**config.mk**
```make
export PLATFORM = sky130hd
export DESIGN_NAME = uart_mmio_ctrl_flat
export DESIGN_NICKNAME = d
export VERILOG_FILES = /design/src/rtl/uart_mmio_pkg.sv /design/src/rtl/uart_mmio_ctrl_if.sv /design/src/rtl/uart_mmio_ctrl_sync_fifo.sv /design/src/rtl/uart_mmio_ctrl.sv /design/src/flat_wrapper.sv
export SDC_FILE = /design/constraint.sdc
export NUM_CORES = 1
export LEC_CHECK = 0
export ABC_AREA = 0
export CAP_MARGIN = 20
export CORE_MARGIN = 8
export CORE_UTILIZATION = 53
export DETAILED_ROUTE_END_ITERATION = 6
export HOLD_SLACK_MARGIN = 0.15
export PLACE_DENSITY = 0.7
export SETUP_SLACK_MARGIN = 0.1
export SYNTH_ARGS = -nofsm -noshare
export SYNTH_HDL_FRONTEND = slang
export SYNTH_SLANG_ARGS = --single-unit
```
**constraint.sdc**
```tcl
create_clock -name clock_50MHZ -period 5.8 [get_ports clock_50MHZ]
set_input_delay 0.87 -clock clock_50MHZ [delete_from_list [all_inputs] [get_ports clock_50MHZ]]
set_output_delay 0.87 -clock clock_50MHZ [all_outputs]
set_load 0.005 [all_outputs]
```
**src/rtl/uart_mmio_pkg.sv**
```systemverilog
// Shared definitions for the memory-mapped UART controller: register map,
// STATUS/CTRL bit positions, and the TX/RX state encodings.
package uart_mmio_pkg;

  // Register select values taken from addr[3:2]
  localparam logic [1:0] REG_DATA   = 2'd0;
  localparam logic [1:0] REG_STATUS = 2'd1;
  localparam logic [1:0] REG_CTRL   = 2'd2;
  localparam logic [1:0] REG_RSVD   = 2'd3;

  // STATUS bit positions
  localparam int ST_RX_NEMPTY = 0;
  localparam int ST_RX_FULL   = 1;
  localparam int ST_TX_FULL   = 2;
  localparam int ST_TX_EMPTY  = 3;
  localparam int ST_TX_ACTIVE = 4;
  localparam int ST_RX_OVR    = 5;
  localparam int ST_TX_OVF    = 6;

  // CTRL bit positions
  localparam int CTRL_RX_IE = 0;
  localparam int CTRL_TX_IE = 1;
  localparam int CTRL_W     = 2;

  typedef enum logic [1:0] {
    TX_IDLE      = 2'd0,
    TX_LOAD      = 2'd1,
    TX_WAIT_BUSY = 2'd2,
    TX_WAIT_DONE = 2'd3
  } tx_state_t;

  typedef enum logic {
    RX_IDLE = 1'b0,
    RX_CLR  = 1'b1
  } rx_state_t;

  // Packs the individual status flags into the 32-bit STATUS read value.
  function automatic logic [31:0] status_word(
    input logic rx_nempty,
    input logic rx_full,
    input logic tx_full,
    input logic tx_empty,
    input logic tx_active,
    input logic rx_ovr,
    input logic tx_ovf
  );
    logic [31:0] v;
    v               = '0;
    v[ST_RX_NEMPTY] = rx_nempty;
    v[ST_RX_FULL]   = rx_full;
    v[ST_TX_FULL]   = tx_full;
    v[ST_TX_EMPTY]  = tx_empty;
    v[ST_TX_ACTIVE] = tx_active;
    v[ST_RX_OVR]    = rx_ovr;
    v[ST_TX_OVF]    = tx_ovf;
    return v;
  endfunction

endpackage

```
**src/rtl/uart_mmio_ctrl_if.sv**
```systemverilog
// CPU-side bus of the UART controller: select/write strobe, address, data
// in both directions and the level interrupt back to the CPU.
interface uart_mmio_ctrl_if;
  logic        cs;
  logic        we;
  logic [3:0]  addr;
  logic [31:0] wdata;
  logic [31:0] rdata;
  logic        irq;

  modport master (output cs, output we, output addr, output wdata,
                  input  rdata, input irq);
  modport slave  (input  cs, input we, input addr, input wdata,
                  output rdata, output irq);
endinterface

```
**src/rtl/uart_mmio_ctrl_sync_fifo.sv**
```systemverilog
// Single-clock FIFO with one extra pointer bit for full/empty detection.
// A push while full is accepted only if a pop frees a slot in the same cycle.
module sync_fifo #(
  parameter int DATA_W = 8,
  parameter int DEPTH  = 16
) (
  input  logic              i_clk,
  input  logic              i_rst_n,
  input  logic              i_push,
  input  logic              i_pop,
  input  logic [DATA_W-1:0] i_din,
  output logic [DATA_W-1:0] o_head,
  output logic              o_full,
  output logic              o_empty
);

  localparam int AW = $clog2(DEPTH);

  logic [AW:0]       r_wr_ptr;
  logic [AW:0]       r_rd_ptr;
  logic [DATA_W-1:0] r_mem [DEPTH];
  logic              w_do_push;
  logic              w_do_pop;

  assign o_empty   = (r_wr_ptr == r_rd_ptr);
  assign o_full    = (r_wr_ptr[AW] != r_rd_ptr[AW]) &&
                     (r_wr_ptr[AW-1:0] == r_rd_ptr[AW-1:0]);
  assign w_do_pop  = i_pop & ~o_empty;
  assign w_do_push = i_push & (~o_full | w_do_pop);
  assign o_head    = r_mem[r_rd_ptr[AW-1:0]];

  // Pointer update; both pointers wrap naturally through the extra MSB
  always_ff @(posedge i_clk or negedge i_rst_n) begin
    if (!i_rst_n) begin
      r_wr_ptr <= '0;
      r_rd_ptr <= '0;
    end else begin
      if (w_do_push) r_wr_ptr <= r_wr_ptr + 1'b1;
      if (w_do_pop)  r_rd_ptr <= r_rd_ptr + 1'b1;
    end
  end

  // Storage write; contents need no reset since the pointers gate visibility
  always_ff @(posedge i_clk) begin
    if (w_do_push) r_mem[r_wr_ptr[AW-1:0]] <= i_din;
  end

endmodule

```
**src/rtl/uart_mmio_ctrl.sv**
```systemverilog
// Memory-mapped UART controller: bus decode, register file, TX and RX
// sequencing FSMs around two FIFOs, and a registered level interrupt.
//
//   state         | meaning
//   TX_IDLE       | waiting for a queued byte while the uart is not busy
//   TX_LOAD       | pop byte, present it on uart_din, pulse uart_enable
//   TX_WAIT_BUSY  | waiting for the uart to acknowledge via tx_busy=1
//   TX_WAIT_DONE  | frame in flight, waiting for tx_busy=0
//   RX_IDLE       | waiting for uart_rdy; captures the byte on its rise
//   RX_CLR        | rdy_clr pulsed, waiting for uart_rdy to drop
module uart_mmio_ctrl
  import uart_mmio_pkg::*;
#(
  parameter int FIFO_DEPTH = 16,
  parameter int DATA_W     = 8
) (
  input  logic              clock_50MHZ,
  input  logic              reset_n,
  uart_mmio_ctrl_if.slave   bus,
  output logic [DATA_W-1:0] uart_din,
  output logic              uart_enable,
  input  logic              uart_tx_busy,
  input  logic              uart_rdy,
  input  logic [DATA_W-1:0] uart_dout,
  output logic              uart_rdy_clr
);

  logic              w_wr;
  logic              w_rd;
  logic [1:0]        w_sel;
  logic              w_unused;

  logic              w_tx_push;
  logic              w_tx_pop;
  logic [DATA_W-1:0] w_tx_head;
  logic              w_tx_full;
  logic              w_tx_empty;
  logic              w_rx_push;
  logic              w_rx_pop;
  logic [DATA_W-1:0] w_rx_head;
  logic              w_rx_full;
  logic              w_rx_empty;

  logic              w_tx_ovf_set;
  logic              w_rx_ovr_set;
  logic              w_sts_wr;
  logic              w_ctrl_wr;
  logic              w_tx_start;
  logic [31:0]       w_status;

  tx_state_t         r_tx_state;
  tx_state_t         w_tx_next;
  rx_state_t         r_rx_state;
  rx_state_t         w_rx_next;

  logic [DATA_W-1:0] r_uart_din;
  logic              r_uart_enable;
  logic              r_rdy_clr;
  logic [CTRL_W-1:0] r_ctrl;
  logic              r_rx_ovr;
  logic              r_tx_ovf;
  logic [31:0]       r_rdata;
  logic              r_irq;

  assign w_wr     = bus.cs & bus.we;
  assign w_rd     = bus.cs & ~bus.we;
  assign w_sel    = bus.addr[3:2];
  // Byte-lane bits and upper data bits are don't-care for this block
  assign w_unused = ^{bus.addr[1:0], bus.wdata[31:DATA_W]};

  assign w_tx_push    = w_wr & (w_sel == REG_DATA);
  assign w_rx_pop     = w_rd & (w_sel == REG_DATA) & ~w_rx_empty;
  assign w_sts_wr     = w_wr & (w_sel == REG_STATUS);
  assign w_ctrl_wr    = w_wr & (w_sel == REG_CTRL);
  // A drop only happens when no pop frees the slot in the same cycle
  assign w_tx_ovf_set = w_tx_push & w_tx_full & ~w_tx_pop;
  assign w_rx_ovr_set = w_rx_push & w_rx_full & ~w_rx_pop;
  assign w_tx_start   = (r_tx_state == TX_IDLE) && (w_tx_next == TX_LOAD);

  assign w_status = status_word(~w_rx_empty, w_rx_full, w_tx_full, w_tx_empty,
                                (r_tx_state != TX_IDLE) | ~w_tx_empty,
                                r_rx_ovr, r_tx_ovf);

  sync_fifo #(.DATA_W(DATA_W), .DEPTH(FIFO_DEPTH)) u_tx_fifo (
    .i_clk   (clock_50MHZ),
    .i_rst_n (reset_n),
    .i_push  (w_tx_push),
    .i_pop   (w_tx_pop),
    .i_din   (bus.wdata[DATA_W-1:0]),
    .o_head  (w_tx_head),
    .o_full  (w_tx_full),
    .o_empty (w_tx_empty)
  );

  sync_fifo #(.DATA_W(DATA_W), .DEPTH(FIFO_DEPTH)) u_rx_fifo (
    .i_clk   (clock_50MHZ),
    .i_rst_n (reset_n),
    .i_push  (w_rx_push),
    .i_pop   (w_rx_pop),
    .i_din   (uart_dout),
    .o_head  (w_rx_head),
    .o_full  (w_rx_full),
    .o_empty (w_rx_empty)
  );

  // TX next-state: never launch while the uart still reports busy, which
  // also protects a frame that was in flight across a reset
  always_comb begin
    w_tx_next = r_tx_state;
    w_tx_pop  = 1'b0;
    case (r_tx_state)
      TX_IDLE:      if (!w_tx_empty && !uart_tx_busy) w_tx_next = TX_LOAD;
      TX_LOAD: begin
        w_tx_pop  = 1'b1;
        w_tx_next = TX_WAIT_BUSY;
      end
      TX_WAIT_BUSY: if (uart_tx_busy)  w_tx_next = TX_WAIT_DONE;
      TX_WAIT_DONE: if (!uart_tx_busy) w_tx_next = TX_IDLE;
      default:      w_tx_next = TX_IDLE;
    endcase
  end

  // TX state and uart drive; din is latched on entry to TX_LOAD and then
  // held until the next byte is launched
  always_ff @(posedge clock_50MHZ or negedge reset_n) begin
    if (!reset_n) begin
      r_tx_state    <= TX_IDLE;
      r_uart_din    <= '0;
      r_uart_enable <= 1'b0;
    end else begin
      r_tx_state    <= w_tx_next;
      r_uart_enable <= w_tx_start;
      if (w_tx_start) r_uart_din <= w_tx_head;
    end
  end

  // RX next-state: one capture per rdy assertion
  always_comb begin
    w_rx_next = r_rx_state;
    w_rx_push = 1'b0;
    case (r_rx_state)
      RX_IDLE: if (uart_rdy) begin
        w_rx_push = 1'b1;
        w_rx_next = RX_CLR;
      end
      RX_CLR:  if (!uart_rdy) w_rx_next = RX_IDLE;
      default: w_rx_next = RX_IDLE;
    endcase
  end

  // RX state and the rdy_clr pulse that follows each capture
  always_ff @(posedge clock_50MHZ or negedge reset_n) begin
    if (!reset_n) begin
      r_rx_state <= RX_IDLE;
      r_rdy_clr  <= 1'b0;
    end else begin
      r_rx_state <= w_rx_next;
      r_rdy_clr  <= w_rx_push;
    end
  end

  // CTRL register and sticky error flags; a same-cycle set beats a W1C clear
  always_ff @(posedge clock_50MHZ or negedge reset_n) begin
    if (!reset_n) begin
      r_ctrl   <= '0;
      r_rx_ovr <= 1'b0;
      r_tx_ovf <= 1'b0;
    end else begin
      if (w_ctrl_wr) r_ctrl <= bus.wdata[CTRL_W-1:0];
      if (w_rx_ovr_set)
        r_rx_ovr <= 1'b1;
      else if (w_sts_wr && bus.wdata[ST_RX_OVR])
        r_rx_ovr <= 1'b0;
      if (w_tx_ovf_set)
        r_tx_ovf <= 1'b1;
      else if (w_sts_wr && bus.wdata[ST_TX_OVF])
        r_tx_ovf <= 1'b0;
    end
  end

  // Registered read mux; holds the previous value when no read is issued
  always_ff @(posedge clock_50MHZ or negedge reset_n) begin
    if (!reset_n) begin
      r_rdata <= '0;
    end else if (w_rd) begin
      case (w_sel)
        REG_DATA:   r_rdata <= w_rx_empty ? '0 : {{(32-DATA_W){1'b0}}, w_rx_head};
        REG_STATUS: r_rdata <= w_status;
        REG_CTRL:   r_rdata <= {{(32-CTRL_W){1'b0}}, r_ctrl};
        default:    r_rdata <= '0;
      endcase
    end
  end

  // Level interrupt: RX data waiting, or TX fully drained and idle
  always_ff @(posedge clock_50MHZ or negedge reset_n) begin
    if (!reset_n) begin
      r_irq <= 1'b0;
    end else begin
      r_irq <= (r_ctrl[CTRL_RX_IE] & ~w_rx_empty) |
               (r_ctrl[CTRL_TX_IE] & w_tx_empty & (r_tx_state == TX_IDLE));
    end
  end

  assign bus.rdata    = r_rdata;
  assign bus.irq      = r_irq;
  assign uart_din     = r_uart_din;
  assign uart_enable  = r_uart_enable;
  assign uart_rdy_clr = r_rdy_clr;

endmodule
```
**src/flat_wrapper.sv**
```systemverilog
// flat-port wrapper written by rule: the top's interface ports become plain ports
module uart_mmio_ctrl_flat import uart_mmio_pkg::*;
#(
  parameter int FIFO_DEPTH = 16,
  parameter int DATA_W     = 8
)
  (clock_50MHZ, reset_n, uart_din, uart_enable, uart_tx_busy, uart_rdy, uart_dout, uart_rdy_clr, bus_cs, bus_we, bus_addr, bus_wdata, bus_rdata, bus_irq);
  uart_mmio_ctrl_if bus_i ();
  input  logic clock_50MHZ;
  input  logic reset_n;
  output logic [DATA_W-1:0] uart_din;
  output logic uart_enable;
  input  logic uart_tx_busy;
  input  logic uart_rdy;
  input  logic [DATA_W-1:0] uart_dout;
  output logic uart_rdy_clr;
  input wire logic [$bits(bus_i.cs)-1:0] bus_cs;
  input wire logic [$bits(bus_i.we)-1:0] bus_we;
  input wire logic [$bits(bus_i.addr)-1:0] bus_addr;
  input wire logic [$bits(bus_i.wdata)-1:0] bus_wdata;
  output wire logic [$bits(bus_i.rdata)-1:0] bus_rdata;
  output wire logic [$bits(bus_i.irq)-1:0] bus_irq;
  assign bus_i.cs = bus_cs;
  assign bus_i.we = bus_we;
  assign bus_i.addr = bus_addr;
  assign bus_i.wdata = bus_wdata;
  assign bus_rdata = bus_i.rdata;
  assign bus_irq = bus_i.irq;
  uart_mmio_ctrl #(.FIFO_DEPTH(FIFO_DEPTH), .DATA_W(DATA_W)) u_core (.clock_50MHZ(clock_50MHZ), .reset_n(reset_n), .bus(bus_i), .uart_din(uart_din), .uart_enable(uart_enable), .uart_tx_busy(uart_tx_busy), .uart_rdy(uart_rdy), .uart_dout(uart_dout), .uart_rdy_clr(uart_rdy_clr));
endmodule
```
==> flow_summary.toml <==
[clock_network]
numCtsBuffers = 30
cts_hold_buf = 0
htreeDepth = 1
path_clk_slew_ns = 0.06
post_cts_resized = 0
numClockSinks = 302
post-cts-setup-buffers = 0
cts_buffer_depth = 3
cts_tree = "yes"
cts_root_buffer = "clkbuf_16"
clock_latency_ns = 0.54

[final_layout]
final_common_cell = "edfxtp_1"
final_net_count = 768
final_cell_mix = "edfxtp_1 (256), mux4_2 (61), dfrtp_1 (44)"
stdcell_count = 1051
insertedDiodeCount = 0
layout-drive-gt1-share_pct = 17.9
area_growth_pct = 12.9

[sta]
clock_skew_ns = 0.0136
fin_crit_sh_pct = 58.2
rsz0062_at_grt = "no"
setup_viol = 0
fin_crit_ns = 3.38
fin_tns_setup_ns = 0
worstMarginPinSlew_ns = 1.02
fmax_mhz = 296
slew_headroom_pct = 31.9
final_hold_viol_count = 0
layout_setup_ws_ns = 2.42
slew_viol_final = 0

[global_route]
grt_max_degree = 47
groute.usage.overall_pct = 17.0
antenna_found_initial = 0
grt_pass1_wl_um = 37000
gr-total-overflow = 0
grt_pass1_vias = 6330

[placed_design]
dp_hpwl_um = 15300
gp_congestion = 0.838
place_inst = 994
pre_cts_ws_ns = 1.91
portBuffers = 42

[critical_path]
worstPathCellList = "clkdlybuf4s50_1 -> nand2b_1 -> or3_1 -> a31oi_1 -> and3b_1 -> and2_1"
timing.rr.end = "u_core.u_rx_fifo.r_mem[8][4]"
worst_ep_arrival_time_ns = 3.55
end_kind = "register"
setup.worst_path.start = "bus_we"
crit_type = "in2reg"
r2r_cells = 6
r2r-start = "u_core.u_rx_fifo.r_rd_ptr[0]"
reg2reg_slack_ns = 2.63
crit_slowest_cell = "a31oi_1"
cpPeakStageDelay_ns = 0.68
required_ns = 5.98
critPathMaxFanout = 11
start_kind = "primary input"

[drt]
drtIter0Drc = 410
via_per_inst = 5.65
vias = 5943
totalWireLength_um = 24000
wl_per_cell_um = 22.8
drt_first_pass_iters = 4
drcViolationCount = 0
ant_nets = 0

[synth]
syn_inst = 662
yosys_most_used_dff = "edfxtp_1"
ys_ff_latch = 302
async_flop_share_pct = 15.2
synth-seq-area-share_pct = 71.7
synth_edf_count = 256
avgSynthCellArea_um2 = 18.6
yosys_warnings = 0
syn_area_um2 = 12300
synth_cell_type_count = 45

[floorplanning]
die-height_um = 169
num_rows = 56
core-area_um2 = 23200
die_area_um2 = 28400
initial_core_util_pct = 53.2
die_w_um = 169
num_io_pins = 93

[power]
power-per-cell-area_nw_per_um2 = 452
p_total_mw = 6.30
p_leak_nw = 4.81
ir_worst_vdd_uv = 291

[status]
status = "complete, no violations"

[worst_hold_path]
worstHoldPathType = "in2async"

[job]
cap_viol_max_count = 0
area by class of cell:
class	instances	area [um^2]
clock buffers	45	868
clock inverters	11	149
fillers	1666	9260
inverters	6	22.5
multi-input cells	318	3180
flip-flops and latches	302	8840
well taps	319	399
repair buffers	50	475
state kept, by name (all words and copies together), names as in the netlist, 5 cells and up:
register                   flops
u_core.u_tx_fifo.r_wr_ptr      5
u_core.u_tx_fifo.r_mem       128
u_core.bus.rdata               8
u_core.u_tx_fifo.r_rd_ptr      5
u_core.u_rx_fifo.r_mem       128
u_core.u_rx_fifo.r_wr_ptr      5
u_core.u_rx_fifo.r_rd_ptr      5
u_core.uart_din                8
worst max-delay path, delay by kind of cell:
family | cells | cell delay (ns)
AOI/OAI and AO/OA | 1 | 0.68
buffers and inverters | 1 | 0.43
and+or+nand+nor | 4 | 1.57
kinds of logic (layout without fill, tap and decap cells):
family	after synthesis	in the layout	synth area share, %
XOR/XNOR	28	28	1.99
other	1	24	0.0304
multiplexers	86	86	13.6
AND/OR/NAND/NOR	122	122	5.64
buffers and inverters	65	112	3.30
adder cells (fa/ha/maj)	10	10	1.01
AO/OA/AOI/OAI	48	48	2.81
flip-flops	302	302	71.7
per-stage QoR:
step / util [%] / instance area [um^2] / hold slack (ns)
finish: 60.1 / 13900 / 0.431
global placement: 55.6 / 12900 / 0.467
CTS: 60.0 / 13900 / 0.442
detailed placement: 55.6 / 12900 / 0.493
floorplan: - / 12400 / 0.448
global route: 60.1 / 13900 / 0.484
how the worst max path moves through the flow:
stage	depth (start not counted)	end	slack (ns)
floorplan	6	u_core.u_tx_fifo.r_mem[3][0]	3.22
global placement	6	u_core.u_rx_fifo.r_mem[5][1]	2.03
detailed placement	6	u_core.u_rx_fifo.r_mem[8][1]	1.91
CTS	6	u_core.u_rx_fifo.r_mem[8][5]	2.43
global route	6	u_core.u_rx_fifo.r_mem[1][5]	2.22
finish	6	u_core.u_rx_fifo.r_mem[8][4]	2.42
layer usage:
metal	global-route usage, %	part of all wire [%]	wire length [um]
met1	20.7	39	9420
met2	30.6	54	12900
met3	2.59	4.1	983
met4	5.47	2.9	695
met5	0	0	0
where the power goes:
| part | internal [mW] | leakage, nW | switching, mW |
|---|---|---|---|
| clock | 1.20 | 0.495 | 0.768 |
| combinational | 0.785 | 1.44 | 0.828 |
| sequential | 2.54 | 2.88 | 0.176 |
| total | 4.53 | 4.81 | 1.77 |
synth_stat cells, types with 3 or more instances:
| cell type | instances | area, um^2 |
|---|---|---|
| xor2_1 | 15 | 131 |
| inv_1 | 6 | 22.5 |
| mux2_2 | 13 | 146 |
| clkbuf_1 | 9 | 33.8 |
| nand4_1 | 7 | 43.8 |
| mux4_2 | 61 | 1370 |
| xnor2_1 | 13 | 114 |
| and2_1 | 16 | 100 |
| nand3_1 | 6 | 30.0 |
| nor2_1 | 9 | 33.8 |
| nor2b_1 | 14 | 87.6 |
| buf_4 | 28 | 210 |
| a211oi_1 | 5 | 37.5 |
| and3_1 | 18 | 113 |
| a21oi_1 | 11 | 55.1 |
| dfrtp_1 | 46 | 1150 |
| nand3b_1 | 3 | 22.5 |
| nand2b_1 | 4 | 25.0 |
| nand2_1 | 33 | 124 |
| mux2i_1 | 10 | 100 |
| a22oi_1 | 18 | 135 |
| ha_1 | 10 | 125 |
| edfxtp_1 | 256 | 7690 |
| buf_2 | 14 | 70.1 |
| and3b_1 | 3 | 26.3 |
| a211oi_2 | 3 | 37.5 |
Power figures use the tool's default switching activity.
==> patch: new RTL, same flow settings <==
Encoding of `tx_state_t`: now one-hot (4 bits for 4 states).
--- a/src/rtl/uart_mmio_pkg.sv
+++ b/src/rtl/uart_mmio_pkg.sv
@@ -22,11 +22,11 @@
   localparam int CTRL_TX_IE = 1;
   localparam int CTRL_W     = 2;
 
-  typedef enum logic [1:0] {
-    TX_IDLE      = 2'd0,
-    TX_LOAD      = 2'd1,
-    TX_WAIT_BUSY = 2'd2,
-    TX_WAIT_DONE = 2'd3
+  typedef enum logic [3:0] {
+    TX_IDLE      = 4'b0001,
+    TX_LOAD      = 4'b0010,
+    TX_WAIT_BUSY = 4'b0100,
+    TX_WAIT_DONE = 4'b1000
   } tx_state_t;
 
   typedef enum logic {
Behaviour: same outputs for any inputs over 4 cycles, from zero or initial values and one cycle with reset_n low; so few cycles prove little.
==> patch against the original RTL <==
  * Via count up 2.6%
  * Routed wire length down 1.9%
  * Global-route usage down 0.29 points
  * Total power down 0.70%
  * Setup slack better by 0.18 ns
  * Critical path depth unchanged
  * Final area up 0.71%
  * Sequential power about the same
  * Sequential cell count up 2
  * Synthesized area up 0.95%
  * Non-clock buffer count up 5
  * Critical path type unchanged
==> patch: results (changes against the original RTL) <==
[timing]
maxSlewHeadroom_pct = 32.6  ; was 31.9%
clock_skew_ns = 0.0268  ; was 0.0136 ns

[setup_path]
worstPathArrival_ns = 3.35  ; was 3.55 ns
worstReg2RegEnd = u_core.u_tx_fifo.r_mem[3][2]  ; was u_core.u_rx_fifo.r_mem[8][4]
crit_slowest_cell = nor2_1  ; was a31oi_1
reg2regPathDepth = 6  ; unchanged
ff2ff_setup_slack_ns = 2.70  ; was 2.63 ns
reg2reg_from = u_core.u_tx_fifo.r_rd_ptr[3]  ; was u_core.u_rx_fifo.r_rd_ptr[0]
cp_max_fo = 14  ; was 11
cpPeakStageDelay_ns = 0.80  ; was 0.68 ns

[detailed_routing]
dr.pass1.iters = 5  ; was 4
vias = 6100  ; was 5,943
drt_iter0_drc = 452  ; was 410
viasPerCell = 5.65  ; about the same
routedWlPerCell_um = 21.8  ; was 22.8 um

[placed_design]
placed_cells = 1024  ; was 994
port_buffers = 42  ; unchanged
hpwl_um = 15000  ; was 15,300 um
gp_congestion = 0.784  ; was 0.838

[clock_network]
cts_root_buf = clkbuf_16  ; unchanged
post_cts_resized = 0  ; unchanged
htree_levels = 1  ; unchanged
clockBufferDepth = 3  ; unchanged
numCtsBuffers = 30  ; unchanged

[synthesis]
ys_seq_area_share_pct = 71.4  ; was 71.7%
synth.cells.most_frequent = edfxtp_1, mux4_2, dfrtp_1, nand2_1, buf_4  ; unchanged
yosys-top-cells-area = edfxtp_1, dfrtp_1, mux4_2  ; was edfxtp_1, mux4_2, dfrtp_1
synth_edf_count = 256  ; unchanged
postSynthAreaPerCell_um2 = 18.2  ; was 18.6 um2
ys_warn_count = 0  ; unchanged
synth-async-reset-ratio_pct = 15.8  ; was 15.2%
synth.distinct_cells = 52  ; was 45

[hold_path]
hp-class = input port to async pin  ; unchanged

[grt]
grt_start_max_net_pins = 49  ; was 47
globalRouteTotalUtil_pct = 16.7  ; was 17.0%
grt_pass1_wl_um = 36900  ; was 37,000 um
first_global_vias = 6443  ; was 6,330

[pwr]
leakagePower_nw = 4.79  ; was 4.81 nW
ir_worst_vdd_mv = 0.318  ; was 0.291 mV

[status]
status = finished clean  ; unchanged

[final_layout]
nFillCells = 1690  ; was 1,666
fin_nets = 797  ; was 768
drive_above_1_share_pct = 17.0  ; was 17.9%
diodes = 0  ; unchanged

[patch: cell type report]
class,count,area [um2],area share [%]
clock buffer,39,805,5.73
clock inverter,17,149,1.06
inverter,10,37.5,0.268
multi-input combinational,336,3240,23.1
sequential,304,8890,63.4
tap,319,399,2.84
timing repair buffer,55,510,3.64
[patch: critical path, delay by kind of cell]
| kind | cells | cell delay [ns] |
|---|---|---|
| AND/OR/NAND/NOR | 4 | 1.69 |
| AO/OA/AOI/OAI | 1 | 0.34 |
| buffers and inverters | 1 | 0.44 |
[patch: where the power goes]
part / internal, mW / switching, mW
Clock: 1.07 / 0.771
Sequential: 2.56 / 0.148
Combinational: 0.828 / 0.885
[patch: how the worst max path moves through the flow]
stage,from,end,slack [ns],depth (start not counted)
2_1_floorplan,bus_we,u_core.u_rx_fifo.r_mem[0][0],3.13,5
3_3_place_gp,bus_we,u_core.u_rx_fifo.r_mem[1][1],1.96,6
3_5_place_dp,bus_we,u_core.u_rx_fifo.r_mem[10][7],2.11,6
4_1_cts,u_core.u_tx_fifo.r_rd_ptr[3],u_core.u_tx_fifo.r_mem[3][2],2.67,6
5_1_grt,u_core.u_tx_fifo.r_rd_ptr[3],u_core.u_tx_fifo.r_mem[3][2],2.40,6
6_report,bus_we,u_core.u_rx_fifo.r_mem[10][0],2.60,6
[patch: metal layers]
layer / global-route usage [%] / vias up / share of wire (%)
li1: - / 2753 / -
met1: 23.2 / 3143 / 44
met2: 26.9 / 173 / 48
met3: 3.14 / 31 / 6.2
met4: 4.54 / 0 / 1.6
met5: 0 / - / 0
[patch: metrics by stage]
step                total power [mW]  instance area [um2]  hold slack [ns]  setup slack, ns
floorplan                       4.00                12500            0.421             3.13
global placement                4.41                13100            0.468             1.96
detailed placement              4.47                13100            0.472             2.11
CTS                             6.32                14000            0.451             2.67
global route                    6.57                14000            0.478             2.40
finish                          6.26                14000            0.439             2.60
[patch: logic make-up after synthesis]
| group | count (synthesis) | share of synthesized area, % |
|---|---|---|
| AO/OA/AOI/OAI | 55 | 3.14 |
| XOR/XNOR | 28 | 1.97 |
| adder cells (fa/ha/maj) | 10 | 1.00 |
| buffers and inverters | 67 | 3.29 |
| flip-flops | 304 | 71.4 |
| multiplexers | 86 | 13.8 |
| other | 1 | 0.0301 |
| AND/OR/NAND/NOR | 133 | 5.40 |
